[src/rtl/imem_loader.sv]
// Instruction memory loader: assembles a length-prefixed, XOR-checksummed little-endian
// byte stream into 32-bit words and writes them to consecutive instruction memory addresses.
module imem_loader #(
   parameter int unsigned ADDR_W    = 16,
   parameter int unsigned MAX_WORDS = 65536,
   parameter int unsigned BASE_ADDR = 0
) (
   input  logic              clk,
   input  logic              rst_n,
   input  logic              start,
   input  logic              in_valid,
   input  logic [7:0]        in_data,
   output logic              in_ready,
   output logic              wr_en,
   output logic [31:0]       wr_addr,
   output logic [31:0]       wr_data,
   output logic              cpu_hold,
   output logic              busy,
   output logic              done,
   output logic              err,
   output logic [ADDR_W:0]   words_loaded
);

   typedef enum logic [2:0] {
      S_IDLE,
      S_LEN,
      S_DATA,
      S_CSUM,
      S_DONE,
      S_ERR
   } state_t;

   localparam logic [ADDR_W:0] WL_ONE = (ADDR_W + 1)'(1);

   state_t          state_q, state_d;
   logic [1:0]      bcnt_q, bcnt_d;
   logic [23:0]     asm_q, asm_d;
   logic [31:0]     csum_q, csum_d;
   logic [ADDR_W:0] len_q, len_d;
   logic [ADDR_W:0] wl_q, wl_d;
   logic            wr_en_q, wr_en_d;
   logic [31:0]     wr_addr_q, wr_addr_d;
   logic [31:0]     wr_data_q, wr_data_d;
   logic            hold_q, hold_d;
   logic            done_q, done_d;
   logic            err_q, err_d;

   logic            active;
   logic            xfer;
   logic            word_done;
   logic [31:0]     word;

   assign active    = (state_q == S_LEN) || (state_q == S_DATA) || (state_q == S_CSUM);
   assign xfer      = active && in_valid;
   assign word_done = xfer && (bcnt_q == 2'd3);
   // The completing byte is used directly, so the word is available on its own transfer edge.
   assign word      = {in_data, asm_q};

   always_comb begin
      state_d   = state_q;
      bcnt_d    = bcnt_q;
      asm_d     = asm_q;
      csum_d    = csum_q;
      len_d     = len_q;
      wl_d      = wl_q;
      wr_en_d   = 1'b0;
      wr_addr_d = wr_addr_q;
      wr_data_d = wr_data_q;
      hold_d    = hold_q;
      done_d    = done_q;
      err_d     = err_q;

      if (xfer) begin
         bcnt_d = bcnt_q + 2'd1;
         case (bcnt_q)
            2'd0:    asm_d[7:0]   = in_data;
            2'd1:    asm_d[15:8]  = in_data;
            2'd2:    asm_d[23:16] = in_data;
            default: asm_d        = asm_q;
         endcase
      end

      case (state_q)
         S_IDLE, S_DONE, S_ERR: begin
            if (start) begin
               state_d = S_LEN;
               bcnt_d  = 2'd0;
               csum_d  = '0;
               wl_d    = '0;
               done_d  = 1'b0;
               err_d   = 1'b0;
               hold_d  = 1'b1;
            end
         end
         S_LEN: begin
            if (word_done) begin
               if (word == 32'd0) begin
                  state_d = S_CSUM;
               end else if (word > MAX_WORDS) begin
                  state_d = S_ERR;
                  err_d   = 1'b1;
               end else begin
                  len_d   = word[ADDR_W:0];
                  state_d = S_DATA;
               end
            end
         end
         S_DATA: begin
            if (word_done) begin
               wr_en_d   = 1'b1;
               wr_addr_d = BASE_ADDR + 32'(wl_q);
               wr_data_d = word;
               wl_d      = wl_q + WL_ONE;
               csum_d    = csum_q ^ word;
               if ((wl_q + WL_ONE) == len_q) begin
                  state_d = S_CSUM;
               end
            end
         end
         S_CSUM: begin
            if (word_done) begin
               if (word == csum_q) begin
                  state_d = S_DONE;
                  done_d  = 1'b1;
                  hold_d  = 1'b0;
               end else begin
                  state_d = S_ERR;
                  err_d   = 1'b1;
               end
            end
         end
         default: state_d = S_IDLE;
      endcase
   end

   always_ff @(posedge clk or negedge rst_n) begin
      if (!rst_n) begin
         state_q   <= S_IDLE;
         bcnt_q    <= '0;
         asm_q     <= '0;
         csum_q    <= '0;
         len_q     <= '0;
         wl_q      <= '0;
         wr_en_q   <= 1'b0;
         wr_addr_q <= '0;
         wr_data_q <= '0;
         hold_q    <= 1'b0;
         done_q    <= 1'b0;
         err_q     <= 1'b0;
      end else begin
         state_q   <= state_d;
         bcnt_q    <= bcnt_d;
         asm_q     <= asm_d;
         csum_q    <= csum_d;
         len_q     <= len_d;
         wl_q      <= wl_d;
         wr_en_q   <= wr_en_d;
         wr_addr_q <= wr_addr_d;
         wr_data_q <= wr_data_d;
         hold_q    <= hold_d;
         done_q    <= done_d;
         err_q     <= err_d;
      end
   end

   assign in_ready     = active;
   assign busy         = active;
   assign wr_en        = wr_en_q;
   assign wr_addr      = wr_addr_q;
   assign wr_data      = wr_data_q;
   assign cpu_hold     = hold_q;
   assign done         = done_q;
   assign err          = err_q;
   assign words_loaded = wl_q;

endmodule

[config.mk]
export PLATFORM = sky130hd
export DESIGN_NAME = imem_loader
export DESIGN_NICKNAME = d
export VERILOG_FILES = /design/src/rtl/imem_loader.sv
export SDC_FILE = /design/constraint.sdc
export NUM_CORES = 1
export LEC_CHECK = 0
export ABC_AREA = 1
export BUFFER_PORTS_ARGS = -buffer_cell sky130_fd_sc_hd__buf_2
export CORE_ASPECT_RATIO = 0.9
export CORE_MARGIN = 5
export CORE_UTILIZATION = 33
export CTS_CLUSTER_SIZE = 28
export DETAILED_ROUTE_END_ITERATION = 6
export PLACE_DENSITY = 0.55
export SLEW_MARGIN = 20
export SYNTH_ARGS = -nofsm -noshare
export SYNTH_HDL_FRONTEND = slang
export SYNTH_SLANG_ARGS = --single-unit
[constraint.sdc]
create_clock -name clk -period 2.32 [get_ports clk]
set_input_delay 0.116 -clock clk [delete_from_list [all_inputs] [get_ports clk]]
set_output_delay 0.116 -clock clk [all_outputs]
set_load 0.03 [all_outputs]
# Word level (Yosys, flattened, before mapping)
# Index checks and enable logic that the tools add are counted.
[totals]
in_bits = 12
reg_bits = 148
out_inout_bits = 87
latchBits = 0
rom_bits = 0
word_cells = 93
n_memories = 0
ram_bits = 0
[op_classes]
reduce_logical = 20
add_sub_neg = 2
order_cmp = 1
shift = 0
n_mux = 34
div_mod_pow = 0
n_mul = 0
eq_ne = 19
bitwise_logic = 3
[ops]
columns = ["operator", "count"]
rows = [
  ["$mux 32", 2],
  ["$pmux 32 s2", 1],
  ["$mux 17", 2],
  ["$pmux 17 s2", 1],
  ["$eq 32x32->1", 1],
  ["$gt 32x17->1 const B", 1],
  ["$logic_not 32->1", 1],
  ["$xor 32x32->32", 1],
  ["$mux 3", 7],
  ["$add 17x1->17 const B", 1],
  ["$eq 17x17->1", 1],
  ["$mux 1", 14],
  ["$ne 2x2->1 const B", 6],
  ["$pmux 3 s4", 1],
  ["$reduce_and 2->1", 4],
  ["$reduce_and 4->1", 2],
  ["$reduce_and 7->1", 1],
  ["$eq 3x2->1 const B", 2],
  ["$eq 3x3->1 const B", 2],
  ["$mux 2", 3],
  ["$ne 2x1->1 const B", 3],
  ["$reduce_and 5->1", 1],
  ["$eq 2x2->1 const B", 2],
  ["$pmux 1 s2", 2],
  ["other kinds (13)", 17],
]

# Logic depth before layout (Yosys ltp)
[logic_depth]
word_depth = 7
ltp_mapped = 15
depth_no_buf = 15

# Worst setup path before layout
# Ideal clock, no wire load.
[synth_path]
kind = "reg2reg"
startpoint = "register wl_q[0] (netlist: words_loaded[0])"
endpoint = "register state_q[0]"
path_stages_with_launch = 15
path_slack_ps = 343
t_arrival_ps = 1860
required_ps = 2203
path_buffers = 0
setup_ps = 117
period_less_slack_ps = 1977
cell_sequence = "dfrtp_1 > ha_1 > nand2_1 > nor2_4 > nand3_1 > nand2_1 > nand2_1 > nand2_1 > nand2_1 > nor2_1 > nand3_1 > inv_1 > nand2_1 > nand3_1 > nand2_1"
[synth_via]
elab_chain_cells = 4
[synth_lines]
columns = ["item", "line_no", "rtl"]
rows = [
  ["from (decl)", "40", "logic [ADDR_W:0] wl_q, wl_d;"],
  ["from (signal assigned)", "156", "wl_q <= wl_d;"],
  ["$add 17x1->17", "115", "if ((wl_q + WL_ONE) == len_q) begin"],
  ["$eq 17x17->1", "115", ""],
  ["$ne 2x1->1 (no line)", "-", ""],
  ["$reduce_and 5->1 (no line)", "-", ""],
  ["to (signal assigned)", "151", "state_q <= state_d;"],
  ["to (decl)", "35", "state_t state_q, state_d;"],
]
# No other way between the ends.
# A chain may end at the register's enable or synchronous reset.

# Worst setup path after layout
# Same ends and word-level chain as after synthesis.

==> results.toml <==
[sta]
post-route-period-util = 0.886
report.final.hold_viol_count = 0
slew_headroom = 0.607
setup-violations-final = 0
fmax_mhz = 487
fin_setup_tns_ns = 0
slew_violations = 0
rsz0062_at_grt = "no"
fin_skew_ns = 0.0136
fin_crit_ns = 2.05
hold_slack_ns = 0.0575
fin_ws_ns = 0.265
tightest_slew_ns = 0.589

[grt]
grt_pass1_vias = 5728
grt_use_total = 0.151
overflow = 0
grt_start_max_net_pins = 81
grt_pass1_wl_mm = 30.8
antenna_found_initial = 0

[cts]
cts_made_buffers = 17
clk_latency_ns = 0.43
clockBufferDepth = 2
cts_sinks = 148
cts_max_level = 4
path_clk_slew_ns = 0.06
cts.root.buffer_cell = "clkbuf_16"
cts_tree = "done"
cts_setup_buffers = 0

[setup_path]
crit_top_cell = "nand2_1"
crit_family = "simple AND/OR/NAND/NOR gates"
path_buf_inv = 2
worst_path_largest_cell_delay_ns = 0.44
worstPathRequired_ns = 2.68
cp-end-kind = "flop"
arrival_ns = 2.42
critical_path_class = "flop to flop"
crit_path_top_delay_cell = "dfrtp_1"
crit_fanout = 9
cp_cell_sequence = "ha_1 > nand2_1 > nor2_4 > nand2_1 > clkinv_1 > nand2_1 > nand2_1 > nand2_1 > nor2_1 > nor2_1 > nand2_1 > inv_1 > nand2_1 > nand3_1 > nand2_1"
critPathLaunchType = "flop"

[synth]
post_synth_fa_ha_maj_area_fraction = 0.00847
synthMuxAreaShare = 0
synth_compound_area_frac = 0.113
synth_edf_count = 0
ys.warnings.count = 0
synth_top_cell_area_share = 0.502
synth_largest_area_cell = "dfrtp_1"
ys.flop_type = "dfrtp_1"
avgSynthCellArea_um2 = 8.57
yosys.area_share.xor_xnor = 0.0380
synth_cell_types = 33
synth-simple-area-share = 0.250
postSynthCellCount = 862
synth_top_family_by_area = "simple AND/OR/NAND/NOR gates"
ys_ff_latch = 148
yosysMostFrequentCell = "nand2_1"
async_flop_share = 1.00
yosys-top-cells-area = "dfrtp_1 50%, nand2_1 13%, nand3_1 5.5%"
ys_top_cells_by_count = "248 x nand2_1, 148 x dfrtp_1, 81 x nand3_1"
ys_seq_area_frac = 0.502
netlist_area_um2 = 7380

[die]
rows = 52
die_h_um = 152
die_w_um = 168
start_util = 0.332
fp.coreArea_um2 = 22300
io_pins = 99
die_area_um2 = 25500

[routing]
wl_per_cell_um = 14.8
via_per_inst = 4.59
first_iter_violations = 385
first_pass_iters = 5
dr_total_vias = 5820
wl_mm = 18.7
drc = 0
ant_nets = 0

[pwr]
p_leak_uw = 0.00439
powerDensity_nw_per_um2 = 819
irDropWorstVdd_mv = 0.406

[final_layout]
drive_gt1_frac = 0.191
fin_util = 0.391
final_nets = 976
fin_area_um2 = 8710
diodes = 0
area_delta_synth_final_pct = 17.9

[placement]
place_hpwl_mm = 13.3
globalplace.congestion = 0.840
place_ws_ns = 0.290
place_area_um2 = 8060
port_buffers = 83

[min_path]
min_path_type = "input port to flop"

[job]
drv_cap = 0

[status]
status = "finished clean"
[power breakdown]
group          internal [µW]  switching (µW)
Clock                   1430            1180
Sequential              2820             249
Combinational            437            1010
[per-layer routing]
layer,vias up,global-route usage,share of wire
met5,-,0,0
met4,0,0.0286,0.0054
met3,9,0.0356,0.050
met2,134,0.245,0.47
met1,2719,0.207,0.48
li1,2958,-,-
[cells by family (layout without fill, tap and decap cells)]
logic type      count (synthesis)  after routing
buf+inv                       129            225
flops                         148            148
compound gates                130            130
xor+xnor                       32             32
simple gates                  417            417
other cells                     1             15
fa+ha+maj                       5              5
[area by class of cell]
cell class / instances / area (µm²)
Fill cell: 2284 / 13500
Sequential cell: 148 / 3700
Multi-Input combinational cell: 599 / 3080
Timing Repair Buffer: 109 / 677
Clock buffer: 18 / 439
Tap cell: 297 / 372
Inverter: 84 / 318
Clock inverter: 14 / 119
[flip-flops by register name, indices dropped and copies added (netlist names)]
register      flops
csum_q           32
wr_data          32
asm_q            24
len_q            17
words_loaded     17
wr_addr          17
state_q           3
bcnt_q            2
cpu_hold          1
done              1
err               1
wr_en             1
[through the flow]
stage,power (µW),std cells
after floorplan,4110,876
after CTS,7240,1269
after global routing,7550,1269
final,7130,1269
after global placement,4560,1228
after detailed placement,4580,1228
[what timing repair did]
action                                 CTS  global route
endpoints found under the hold margin   61             0
hold buffers                             9             0
gates resized for setup                  0             0
[worst register-to-register path: cells and delay by family, from the launching register on]
family / cells / cell delay (ns)
simple gates: 12 / 1.19
fa+ha+maj: 1 / 0.23
buf+inv: 2 / 0.13
flops: 1 / 0.44
[cells in the final DEF, fill, tap and decap left out, types with 9 or more instances in the layout]
| cell | instances |
|---|---|
| o21ai_0 | 51 |
| o21ai_2 | 31 |
| conb_1 | 15 |
| nand3_1 | 81 |
| buf_2 | 82 |
| nor2_1 | 41 |
| nand4_1 | 19 |
| inv_1 | 80 |
| nand2_1 | 248 |
| xor2_1 | 16 |
| o21ai_1 | 32 |
| xnor2_1 | 16 |
| dfrtp_1 | 148 |
| dlygate4sd3_1 | 9 |
| clkbuf_16 | 17 |
| buf_4 | 14 |
[final timing paths]
kind,cells after the start,startpoint,slack (ns),to
max,15,words_loaded[0],0.27,state_q[0]
min,3,in_valid,0.06,bcnt_q[1]
max in group asynchronous,3,rst_n,1.36,wr_data[18]
min in group asynchronous,2,rst_n,0.22,wr_addr[11]
max reg2reg,15,words_loaded[0],0.27,state_q[0]
min reg2reg,2,wr_data[18],0.47,wr_data[18]
No activity file was read; power rests on OpenSTA's default activity.
